==> config.mk <==
export PLATFORM = sky130hd
export DESIGN_NAME = c_shared_fifo_tracker_flat
export DESIGN_NICKNAME = d
export VERILOG_FILES = /design/src/rtl/c_shared_fifo_tracker_pkg.sv /design/src/rtl/c_shared_fifo_tracker_if.sv /design/src/rtl/c_shared_fifo_tracker_ctr.sv /design/src/rtl/c_shared_fifo_tracker.sv /design/src/flat_wrapper.sv
export SDC_FILE = /design/constraint.sdc
export NUM_CORES = 1
export LEC_CHECK = 0
export BUFFER_PORTS_ARGS = -buffer_cell sky130_fd_sc_hd__buf_2
export CAP_MARGIN = 10
export CORE_MARGIN = 4
export CORE_UTILIZATION = 50
export DETAILED_ROUTE_END_ITERATION = 10
export GPL_ROUTABILITY_DRIVEN = 0
export PLACE_DENSITY = 0.75
export SLEW_MARGIN = 10
export SYNTH_ARGS = -nofsm -noshare
export SYNTH_HDL_FRONTEND = slang
export SYNTH_HIERARCHICAL = 1
export SYNTH_SLANG_ARGS = --single-unit
export TNS_END_PERCENT = 5
==> constraint.sdc <==
create_clock -name clk -period 15.2 [get_ports clk]
set_input_delay 1.52 -clock clk [delete_from_list [all_inputs] [get_ports clk]]
set_output_delay 1.52 -clock clk [all_outputs]
set_load 0.02 [all_outputs]
==> src/rtl/c_shared_fifo_tracker_pkg.sv <==
// Shared types and helpers for the shared-buffer FIFO occupancy tracker.
package c_shared_fifo_tracker_pkg;

   // Error flags as driven on the errors port: {underflow, overflow}.
   typedef struct packed {
      logic underflow;
      logic overflow;
   } err_t;

   // Per-queue effect on the shared pool for one clock.
   localparam logic signed [1:0] delta_take = -2'sd1;
   localparam logic signed [1:0] delta_none =  2'sd0;
   localparam logic signed [1:0] delta_give =  2'sd1;

   // Bits needed to index/count n values; never narrower than one bit.
   function automatic int clogb(input int n);
      return (n <= 2) ? 1 : $clog2(n);
   endfunction

endpackage

==> src/rtl/c_shared_fifo_tracker_if.sv <==
// Push/pop request and status bundle between a buffer manager and the tracker.
interface c_shared_fifo_tracker_if
   import c_shared_fifo_tracker_pkg::*;
#(
   parameter int num_queues = 4,
   parameter int depth      = 16
);
   localparam int sel_width = clogb(num_queues);
   localparam int cnt_width = clogb(depth + 1);

   logic                            active;
   logic                            push;
   logic [sel_width-1:0]            push_sel;
   logic                            pop;
   logic [sel_width-1:0]            pop_sel;
   logic [num_queues*cnt_width-1:0] occ;
   logic [cnt_width-1:0]            shared_free;
   logic [num_queues-1:0]           empty;
   logic [num_queues-1:0]           almost_full;
   logic [num_queues-1:0]           full;
   logic [1:0]                      errors;

   modport master (
      output active, push, push_sel, pop, pop_sel,
      input  occ, shared_free, empty, almost_full, full, errors
   );

   modport slave (
      input  active, push, push_sel, pop, pop_sel,
      output occ, shared_free, empty, almost_full, full, errors
   );
endinterface

==> src/rtl/c_shared_fifo_tracker_ctr.sv <==
// Occupancy counter for one logical queue; decides whether each push/pop
// lands in the queue's private reservation or in the shared pool.
module c_shared_fifo_tracker_ctr
   import c_shared_fifo_tracker_pkg::*;
#(
   parameter int cnt_width    = 5,
   parameter int min_reserved = 2
) (
   input  logic                 clk,
   input  logic                 reset,
   input  logic                 active,
   input  logic                 inc,
   input  logic                 dec,
   output logic [cnt_width-1:0] occ,
   output logic [cnt_width-1:0] occ_nxt,
   output logic                 empty,
   output logic signed [1:0]    shared_delta
);
   localparam logic [cnt_width-1:0] min_res_c = cnt_width'(min_reserved);

   // Next occupancy and pool effect; push+pop on this queue cancels out.
   always_comb begin
      occ_nxt      = occ;
      shared_delta = delta_none;
      if (inc && !dec) begin
         occ_nxt = occ + 1'b1;
         if (occ >= min_res_c) shared_delta = delta_take;
      end else if (dec && !inc) begin
         occ_nxt = occ - 1'b1;
         if (occ > min_res_c) shared_delta = delta_give;
      end
   end

   // Occupancy and empty flag registers, frozen while inactive.
   always_ff @(posedge clk or posedge reset) begin
      if (reset) begin
         occ   <= '0;
         empty <= 1'b1;
      end else if (active) begin
         occ   <= occ_nxt;
         empty <= (occ_nxt == '0);
      end
   end
endmodule

==> src/rtl/c_shared_fifo_tracker.sv <==
// Occupancy tracker for num_queues logical FIFOs sharing one buffer: each
// queue owns min_reserved private entries, the rest is a shared pool.
// Status flags are registered from next-state so they carry no glitches.
module c_shared_fifo_tracker
   import c_shared_fifo_tracker_pkg::*;
#(
   parameter int num_queues   = 4,
   parameter int depth        = 16,
   parameter int min_reserved = 2
) (
   input  logic                    clk,
   input  logic                    reset,
   c_shared_fifo_tracker_if.slave  bus
);
   localparam int sel_width    = clogb(num_queues);
   localparam int cnt_width    = clogb(depth + 1);
   localparam int shared_depth = depth - num_queues * min_reserved;

   localparam logic [cnt_width-1:0] shared_depth_c = cnt_width'(shared_depth);
   localparam logic [cnt_width-1:0] min_res_c      = cnt_width'(min_reserved);
   localparam logic [cnt_width-1:0] one_c          = cnt_width'(1);
   localparam logic                 af_reset       = (min_reserved + shared_depth == 1);

   logic                    push_v, pop_v;
   logic                    push_in_range, pop_in_range;
   logic                    same_q, full_at_push, empty_at_pop;
   logic                    push_eff, pop_eff;
   err_t                    err;

   logic [cnt_width-1:0]    occ_q     [num_queues];
   logic [cnt_width-1:0]    occ_nxt_q [num_queues];
   logic                    empty_q   [num_queues];
   logic signed [1:0]       delta_q   [num_queues];

   logic [cnt_width-1:0]    shared_free_r, shared_free_nxt;
   logic [num_queues-1:0]   full_r, full_nxt;
   logic [num_queues-1:0]   af_r, af_nxt;
   logic [num_queues-1:0]   empty_w;

   // Legality of this cycle's push/pop against registered state only.
   always_comb begin
      push_v        = bus.active & bus.push;
      pop_v         = bus.active & bus.pop;
      push_in_range = ({1'b0, bus.push_sel} < (sel_width + 1)'(num_queues));
      pop_in_range  = ({1'b0, bus.pop_sel} < (sel_width + 1)'(num_queues));
      same_q        = push_v & pop_v & (bus.push_sel == bus.pop_sel);
      full_at_push  = push_in_range ? full_r[bus.push_sel] : 1'b0;
      empty_at_pop  = pop_in_range ? empty_w[bus.pop_sel] : 1'b0;
      err.overflow  = push_v & (~push_in_range | (full_at_push & ~same_q));
      err.underflow = pop_v & (~pop_in_range | (empty_at_pop & ~same_q));
      push_eff      = push_v & ~err.overflow;
      pop_eff       = pop_v & ~err.underflow;
   end

   for (genvar q = 0; q < num_queues; q++) begin : g_ctr
      c_shared_fifo_tracker_ctr #(
         .cnt_width    (cnt_width),
         .min_reserved (min_reserved)
      ) u_ctr (
         .clk          (clk),
         .reset        (reset),
         .active       (bus.active),
         .inc          (push_eff & (bus.push_sel == sel_width'(q))),
         .dec          (pop_eff & (bus.pop_sel == sel_width'(q))),
         .occ          (occ_q[q]),
         .occ_nxt      (occ_nxt_q[q]),
         .empty        (empty_q[q]),
         .shared_delta (delta_q[q])
      );
   end

   // Net pool change and next-state capacity flags for every queue.
   always_comb begin
      logic [cnt_width-1:0] give_cnt;
      logic [cnt_width-1:0] take_cnt;
      logic [cnt_width-1:0] res_left;
      logic [cnt_width-1:0] cap;
      give_cnt = '0;
      take_cnt = '0;
      res_left = '0;
      cap      = '0;
      full_nxt = '0;
      af_nxt   = '0;
      for (int q = 0; q < num_queues; q++) begin
         if (delta_q[q] == delta_give) give_cnt = give_cnt + 1'b1;
         if (delta_q[q] == delta_take) take_cnt = take_cnt + 1'b1;
      end
      shared_free_nxt = shared_free_r + give_cnt - take_cnt;
      for (int q = 0; q < num_queues; q++) begin
         res_left    = (occ_nxt_q[q] < min_res_c) ? (min_res_c - occ_nxt_q[q]) : '0;
         cap         = res_left + shared_free_nxt;
         full_nxt[q] = (cap == '0);
         af_nxt[q]   = (cap == one_c);
      end
   end

   // Pool and flag registers, frozen while inactive.
   always_ff @(posedge clk or posedge reset) begin
      if (reset) begin
         shared_free_r <= shared_depth_c;
         full_r        <= '0;
         af_r          <= {num_queues{af_reset}};
      end else if (bus.active) begin
         shared_free_r <= shared_free_nxt;
         full_r        <= full_nxt;
         af_r          <= af_nxt;
      end
   end

   // Pack per-queue state onto the bus; queue 0 occupies the MSBs of occ.
   always_comb begin
      bus.occ = '0;
      empty_w = '0;
      for (int q = 0; q < num_queues; q++) begin
         bus.occ[(num_queues - 1 - q) * cnt_width +: cnt_width] = occ_q[q];
         empty_w[q] = empty_q[q];
      end
   end

   assign bus.empty       = empty_w;
   assign bus.full        = full_r;
   assign bus.almost_full = af_r;
   assign bus.shared_free = shared_free_r;
   assign bus.errors      = err;
endmodule
==> src/flat_wrapper.sv <==
// flat-port wrapper written by rule: the top's interface ports become plain ports
module c_shared_fifo_tracker_flat import c_shared_fifo_tracker_pkg::*;
#(
   parameter int num_queues   = 4,
   parameter int depth        = 16,
   parameter int min_reserved = 2
)
  (clk, reset, bus_active, bus_push, bus_push_sel, bus_pop, bus_pop_sel, bus_occ, bus_shared_free, bus_empty, bus_almost_full, bus_full, bus_errors);
  c_shared_fifo_tracker_if #(.num_queues(num_queues), .depth(depth)) bus_i ();
  input  logic clk;
  input  logic reset;
  input wire logic [$bits(bus_i.active)-1:0] bus_active;
  input wire logic [$bits(bus_i.push)-1:0] bus_push;
  input wire logic [$bits(bus_i.push_sel)-1:0] bus_push_sel;
  input wire logic [$bits(bus_i.pop)-1:0] bus_pop;
  input wire logic [$bits(bus_i.pop_sel)-1:0] bus_pop_sel;
  output wire logic [$bits(bus_i.occ)-1:0] bus_occ;
  output wire logic [$bits(bus_i.shared_free)-1:0] bus_shared_free;
  output wire logic [$bits(bus_i.empty)-1:0] bus_empty;
  output wire logic [$bits(bus_i.almost_full)-1:0] bus_almost_full;
  output wire logic [$bits(bus_i.full)-1:0] bus_full;
  output wire logic [$bits(bus_i.errors)-1:0] bus_errors;
  assign bus_i.active = bus_active;
  assign bus_i.push = bus_push;
  assign bus_i.push_sel = bus_push_sel;
  assign bus_i.pop = bus_pop;
  assign bus_i.pop_sel = bus_pop_sel;
  assign bus_occ = bus_i.occ;
  assign bus_shared_free = bus_i.shared_free;
  assign bus_empty = bus_i.empty;
  assign bus_almost_full = bus_i.almost_full;
  assign bus_full = bus_i.full;
  assign bus_errors = bus_i.errors;
  c_shared_fifo_tracker #(.num_queues(num_queues), .depth(depth), .min_reserved(min_reserved)) u_core (.clk(clk), .reset(reset), .bus(bus_i));
endmodule
* After elaboration in Yosys (flattened, before gate mapping)
Cells that the tools add are included.
Storage, ports and cells: input port bits 9, logic and storage cells 155, bits in registers 37
Cells by class: order comparisons 14, muxes and demuxes 40, add/sub/neg operators 24, bitwise operators 21, equal/unequal tests 19, reduce and logical (&&, ||, !) cells 26
Operators with widths (number):
- $mux 5 | 18
- $add 5x1->5 const B | 8
- $logic_not 5->1 | 8
- $add 5x5->5 | 5
- $eq 5x1->1 const B | 4
- $ge 5x2->1 const B | 4
- $gt 5x2->1 const B | 4
- $lt 5x2->1 const B | 4
- $sub 2x5->5 const A | 4
- $sub 5x1->5 const B | 4
- $and 1x1->1 | 18
- $eq 2x2->1 const B | 8
- $mux 2 | 8
- $eq 2x1->1 const B | 6
- $mux 1 | 12
- $logic_and 1x1->1 | 8
- $logic_not 1->1 | 8
- $lt 2x3->1 const B | 2
- $sub 5x5->5 | 1
- $add 1x1->2 const B | 2
- $bmux 1 s2 | 2
- $logic_not 2->1 | 2
- $not 1->1 | 3
- $eq 2x2->1 | 1

* Depth between registers and ports, before layout
depth after elaboration 25, gate-level depth with buffers 25, gate-level depth less buffers 25

* By module
Netlist, hierarchy kept.
Modules (own cells, without submodules):
- c_shared_fifo_tracker | instances 1, area an instance 2155.8 um^2, cells an instance 240, sequential area each 326.6 um^2
- c_shared_fifo_tracker_ctr | instances 4, area an instance 457.9 um^2, cells an instance 50, sequential area each 151.4 um^2

* Least setup slack after synthesis
Ideal clock, no wire load.
path kind input to register, start input port bus_pop_sel[0], end register u_core.af_r[0], in the netlist u_core/bus.almost_full[0], cell stages on the path 22, path buffers 0, data required time 15.099 ns, data arrival time 6.537 ns, slack 8.563 ns, cell sequence mux4_2 o21ai_0 nand2_1 nor3_1 o311ai_0 a21oi_1 nand2_1 inv_1 ha_1 xnor2_1 ha_1 o21ai_0 fa_1 inv_1 fa_1 inv_1 fa_1 a21o_1 a21oi_1 xor2_2 xnor2_1 o32ai_1
RTL lines:
- start, declared | RTL line flat_wrapper.sv:16 | input wire logic [$bits(bus_i.pop_sel)-1:0] bus_pop_sel;
- end signal, assigned | RTL line c_shared_fifo_tracker.sv:102 | af_r <= {num_queues{af_reset}};
- end signal, assigned | RTL line c_shared_fifo_tracker.sv:106 | af_r <= af_nxt;
- end, declared | RTL line c_shared_fifo_tracker.sv:37 | logic [num_queues-1:0] af_r, af_nxt;

==> impl.org <==
** Timing
- The number of max-slew violations in the final report was 0.
- Final hold violations :: 0
- In the finished design, the share of the clock period the worst path needs comes to between 40% and 50%.
- Counting I/O delays and the setup requirement, the final critical path takes approximately 7600 ps.
- Between clock sinks in the finished design, the worst skew comes to between 9 and 10 ps.
- Setup repair after global routing left no endpoint under its margin.
- Maximum clock frequency :: 132 MHz
- Worst slew margin :: 47.4%
- Final setup fails :: 0
- Post-route setup TNS :: 0 ps
- Worst slew pin tran :: between 700 and 800 ps

** Critical path
- STA classifies the critical path endpoint as a flip-flop.
- Cell breakdown of the critical path :: buf_2, buf_4, nand4_1, o21ai_0, nand2_1, nor3_1, nand2b_1, a21oi_1, nand2_1, inv_1, ha_1, xnor2_1, ha_1, o21ai_0, fa_1, inv_1, fa_1, xnor2_1, ha_1, a21o_1, a21oi_1, xor2_2, xnor2_1, o32ai_1
- Counting both buffers and inverters, the worst setup path holds a total of 4.
- The startpoint identified for the worst register-to-register timing path is u_core/bus.full[2].
- Critical Path Max Stage Delay :: ~610 ps
- Crit path required time :: 15400 ps
- Depth of the worst register-to-register path :: 22
- Grouping stages by cell kind, the critical path spends the most delay in adder cells.
- Critical-path cell with the highest stage delay :: sky130_fd_sc_hd__nor3_1
- STA classifies the critical path startpoint as an input pin.
- Along the worst path, the maximum fanout reaches 53.
- The critical path in this run is classified as in2reg.
- Data on the critical path arrives at its endpoint at approximately 8000 ps.
- Critical register-to-register path endpoint :: u_core/bus.full[1]
- The setup check on the worst reg-to-reg path leaves a slack of 8840 ps.

** Floorplan
- Count of pins on the block boundary :: 48
- Initial Utilization :: 51.6%
- After floorplanning, the core was divided into 32 placement rows.
- Horizontal extent of the die :: ~97 um
- The floorplan step set the die height to roughly 97 um.
- The floorplan step defined a die boundary enclosing between 9000 and 10000 um2.
- Total core area :: 7730 um2

** Global routing
- The number of global-route vias before repair is 3306.
- Global router's overall resource usage :: about a fifth
- Global routing finished with a remaining overflow of 0.
- Pin count of the biggest net entering global routing :: 54
- Initial antenna violation count :: 0
- The first global-routing pass estimated 15700 um of wire.

** Final layout
- Cells with a size suffix above 1 make up 20.0% of the layout.
- Leading cell type in the layout, fill and taps excluded :: sky130_fd_sc_hd__inv_1
- Antenna diode count :: 0
- Commonest cells after routing, fill and taps aside :: sky130_fd_sc_hd__inv_1 (53), sky130_fd_sc_hd__buf_2 (47), sky130_fd_sc_hd__ha_1 (46)
- Final design instance area without fill :: 4450 um2
- Summing all flip-flop and latch instances after layout gives 932 um2.
- Area grow syn2layout :: 11.5%
- Once layout is complete, the utilization of the core stands at 57.6%.
- After filler insertion, the fill cell instance count of the layout stands at 694.
- Area of combinational cells with multiple inputs :: roughly 2900 um2
- The final layout contains approximately 560 nets.

** CTS
- The clock passes through at most 2 buffers.
- Clock tree synthesis inserted a total of 5 buffers.
- After clock tree synthesis, the repair step resized 0 gates.
- After clock tree synthesis, the clock-pin slew on the worst setup and hold paths is 80 ps.
- Skew-Pair Late Insertion Delay :: 300 ps
- The number of hold buffers added after CTS was 0.
- The number of setup buffers added after CTS is 0.
- The H-tree was split into 2 levels.
- CTS placed an instance of sky130_fd_sc_hd__clkbuf_8 at the clock tree root.
- # clock sinks :: 37
- TritonCTS clock tree :: done

** Synth
- Post-synthesis instance area :: 3990 um2
- In this run, synthesis produced a sequential element count of 37.
- A synthesized cell averages 9.06 um2.
- Syn. warnings :: 6
- Flip-flop cell with the highest count after synthesis :: sky130_fd_sc_hd__dfrtp_1
- By area the synthesized netlist is led by sky130_fd_sc_hd__dfrtp_1 (20%), sky130_fd_sc_hd__ha_1 (14%), sky130_fd_sc_hd__xnor2_1 (8.1%), sky130_fd_sc_hd__inv_1 (5.0%), sky130_fd_sc_hd__nand2_1 (4.2%).
- Ys async rst share :: between 90% and 100%
- Post-synth cell types :: between 40 and 50
- Summing the sequential cell areas from Yosys gives 23.4% of the chip area.
- Summed over all instances, the cell type with the most area after synthesis is sky130_fd_sc_hd__dfrtp_1.
- In this run, synthesis inferred 0 flip-flops with an integrated enable.
- Area fraction of the dominant cell type after synthesis :: between 20% and 30%
- Post-synthesis instance total :: 440

** Power
- In this run the power density over the cells is 240 nW/um2.
- For this design the static power due to leakage is between 0.002 and 0.0025 uW.
- IR analysis of the VDD net gives a maximum drop of between 0.0001 and 0.00015 V.

** Detailed routing
- Before antenna repair, the detailed router went through 5 iterations.
- Count of nets left with antenna violations after detail routing :: 0
- The first routing iteration left 156 violations.
- # DRC :: 0
- Using the TritonRoute via totals, the vias-per-cell ratio works out to 5.69.
- Routed wire per std cell :: 15.5 um
- Post-Route WL :: 9250 um
- The final route contains 3403 vias.

** Place
- Post-DP HPWL :: approximately 7300 um
- The count of buffers added on input and output ports is between 40 and 50.
- The placed instances occupy a cell area of 4360 um2.

** Status
- Run status :: complete, no violations

** Worst hold path
- Hold path endpoint :: u_core/g_ctr[1].u_ctr/empty
- Counting instances, the worst hold path has a depth of 2.
- Hold/Removal Path Class :: reg2reg
- Beginning of the worst hold path :: u_core/g_ctr[1].u_ctr/empty

** Flow run
- Number of max-cap violations :: 0
## Yosys cell counts (all sizes together), types with 9 or more instances
cell type,instances
inv,53
ha,46
nand2,45
xnor2,38
dfrtp,32
xor2,24
nor2,21
a21oi,17
nand2b,14
o22ai,14
o21ai,12
nand3,11
and3,9
## area by class of cell
class,count,area share (%)
clock buffer,8,2.03
inverter,53,4.47
tap,102,2.87
timing repair buffer,48,5.46
sequential,37,21.0
multi-input combinational,350,64.2
## layer usage
metal	GRT usage, %	part of all wire (%)	up-vias
met5	0	0	-
met4	5.96	1.6	0
met3	2.73	5.1	14
met2	34.3	49	115
met1	26.4	44	1648
li1	-	-	1626
## report_power, final
| part | leakage, uW | total, uW | internal [uW] | switching (uW) |
|---|---|---|---|---|
| clock | 0.0000455 | 75.0 | 37.1 | 37.9 |
| combinational | 0.00164 | 782 | 340 | 442 |
| sequential | 0.000455 | 209 | 144 | 64.6 |
## cells by family after synthesis
family                     Yosys count  synth area share (%)
buffers and inverters               57                  5.37
xor gates and xnor gates            63                  15.7
adders and majority gates           54                  18.4
AOI/OAI and AO/OA                   74                  13.0
muxes                                9                  3.07
other                                2                 0.188
and+or+nand+nor                    144                  20.9
DFF                                 37                  23.4
## flip-flops by register name, indices dropped and copies added (netlist names)
register,cells
u_core/g_ctr.u_ctr/occ,20
u_core/bus.shared_free,5
u_core/bus.almost_full,4
u_core/bus.full,4
u_core/g_ctr.u_ctr/empty,4
## worst max-delay path by stage
stage	from	to	slack [ps]	cells after the start
floorplan	bus_pop_sel[0]	u_core/bus.almost_full[0]	8560	22
global placement	bus_active	u_core/bus.almost_full[2]	7680	24
detailed placement	bus_active	u_core/bus.full[1]	7380	24
CTS	bus_active	u_core/bus.almost_full[1]	7690	24
global route	bus_active	u_core/bus.full[1]	7180	24
finish	bus_active	u_core/bus.full[1]	7610	24
## per-stage QoR
stage / total power, uW / worst slack, ps / hold WS [ps] / instances
floorplan: 803 / 8560 / 518 / 444
global placement: 948 / 7680 / 499 / 590
detailed placement: 985 / 7380 / 492 / 590
CTS: 1070 / 7690 / 509 / 598
global route: 1170 / 7180 / 523 / 598
finish: 1070 / 7610 / 503 / 598
## worst min-delay path: stages, from the launching register on
cell and delay, ps:
sky130_fd_sc_hd__dfstp_2 390, sky130_fd_sc_hd__nand2b_1 60, sky130_fd_sc_hd__o41ai_1 60
(Power assumes the default switching activity.)
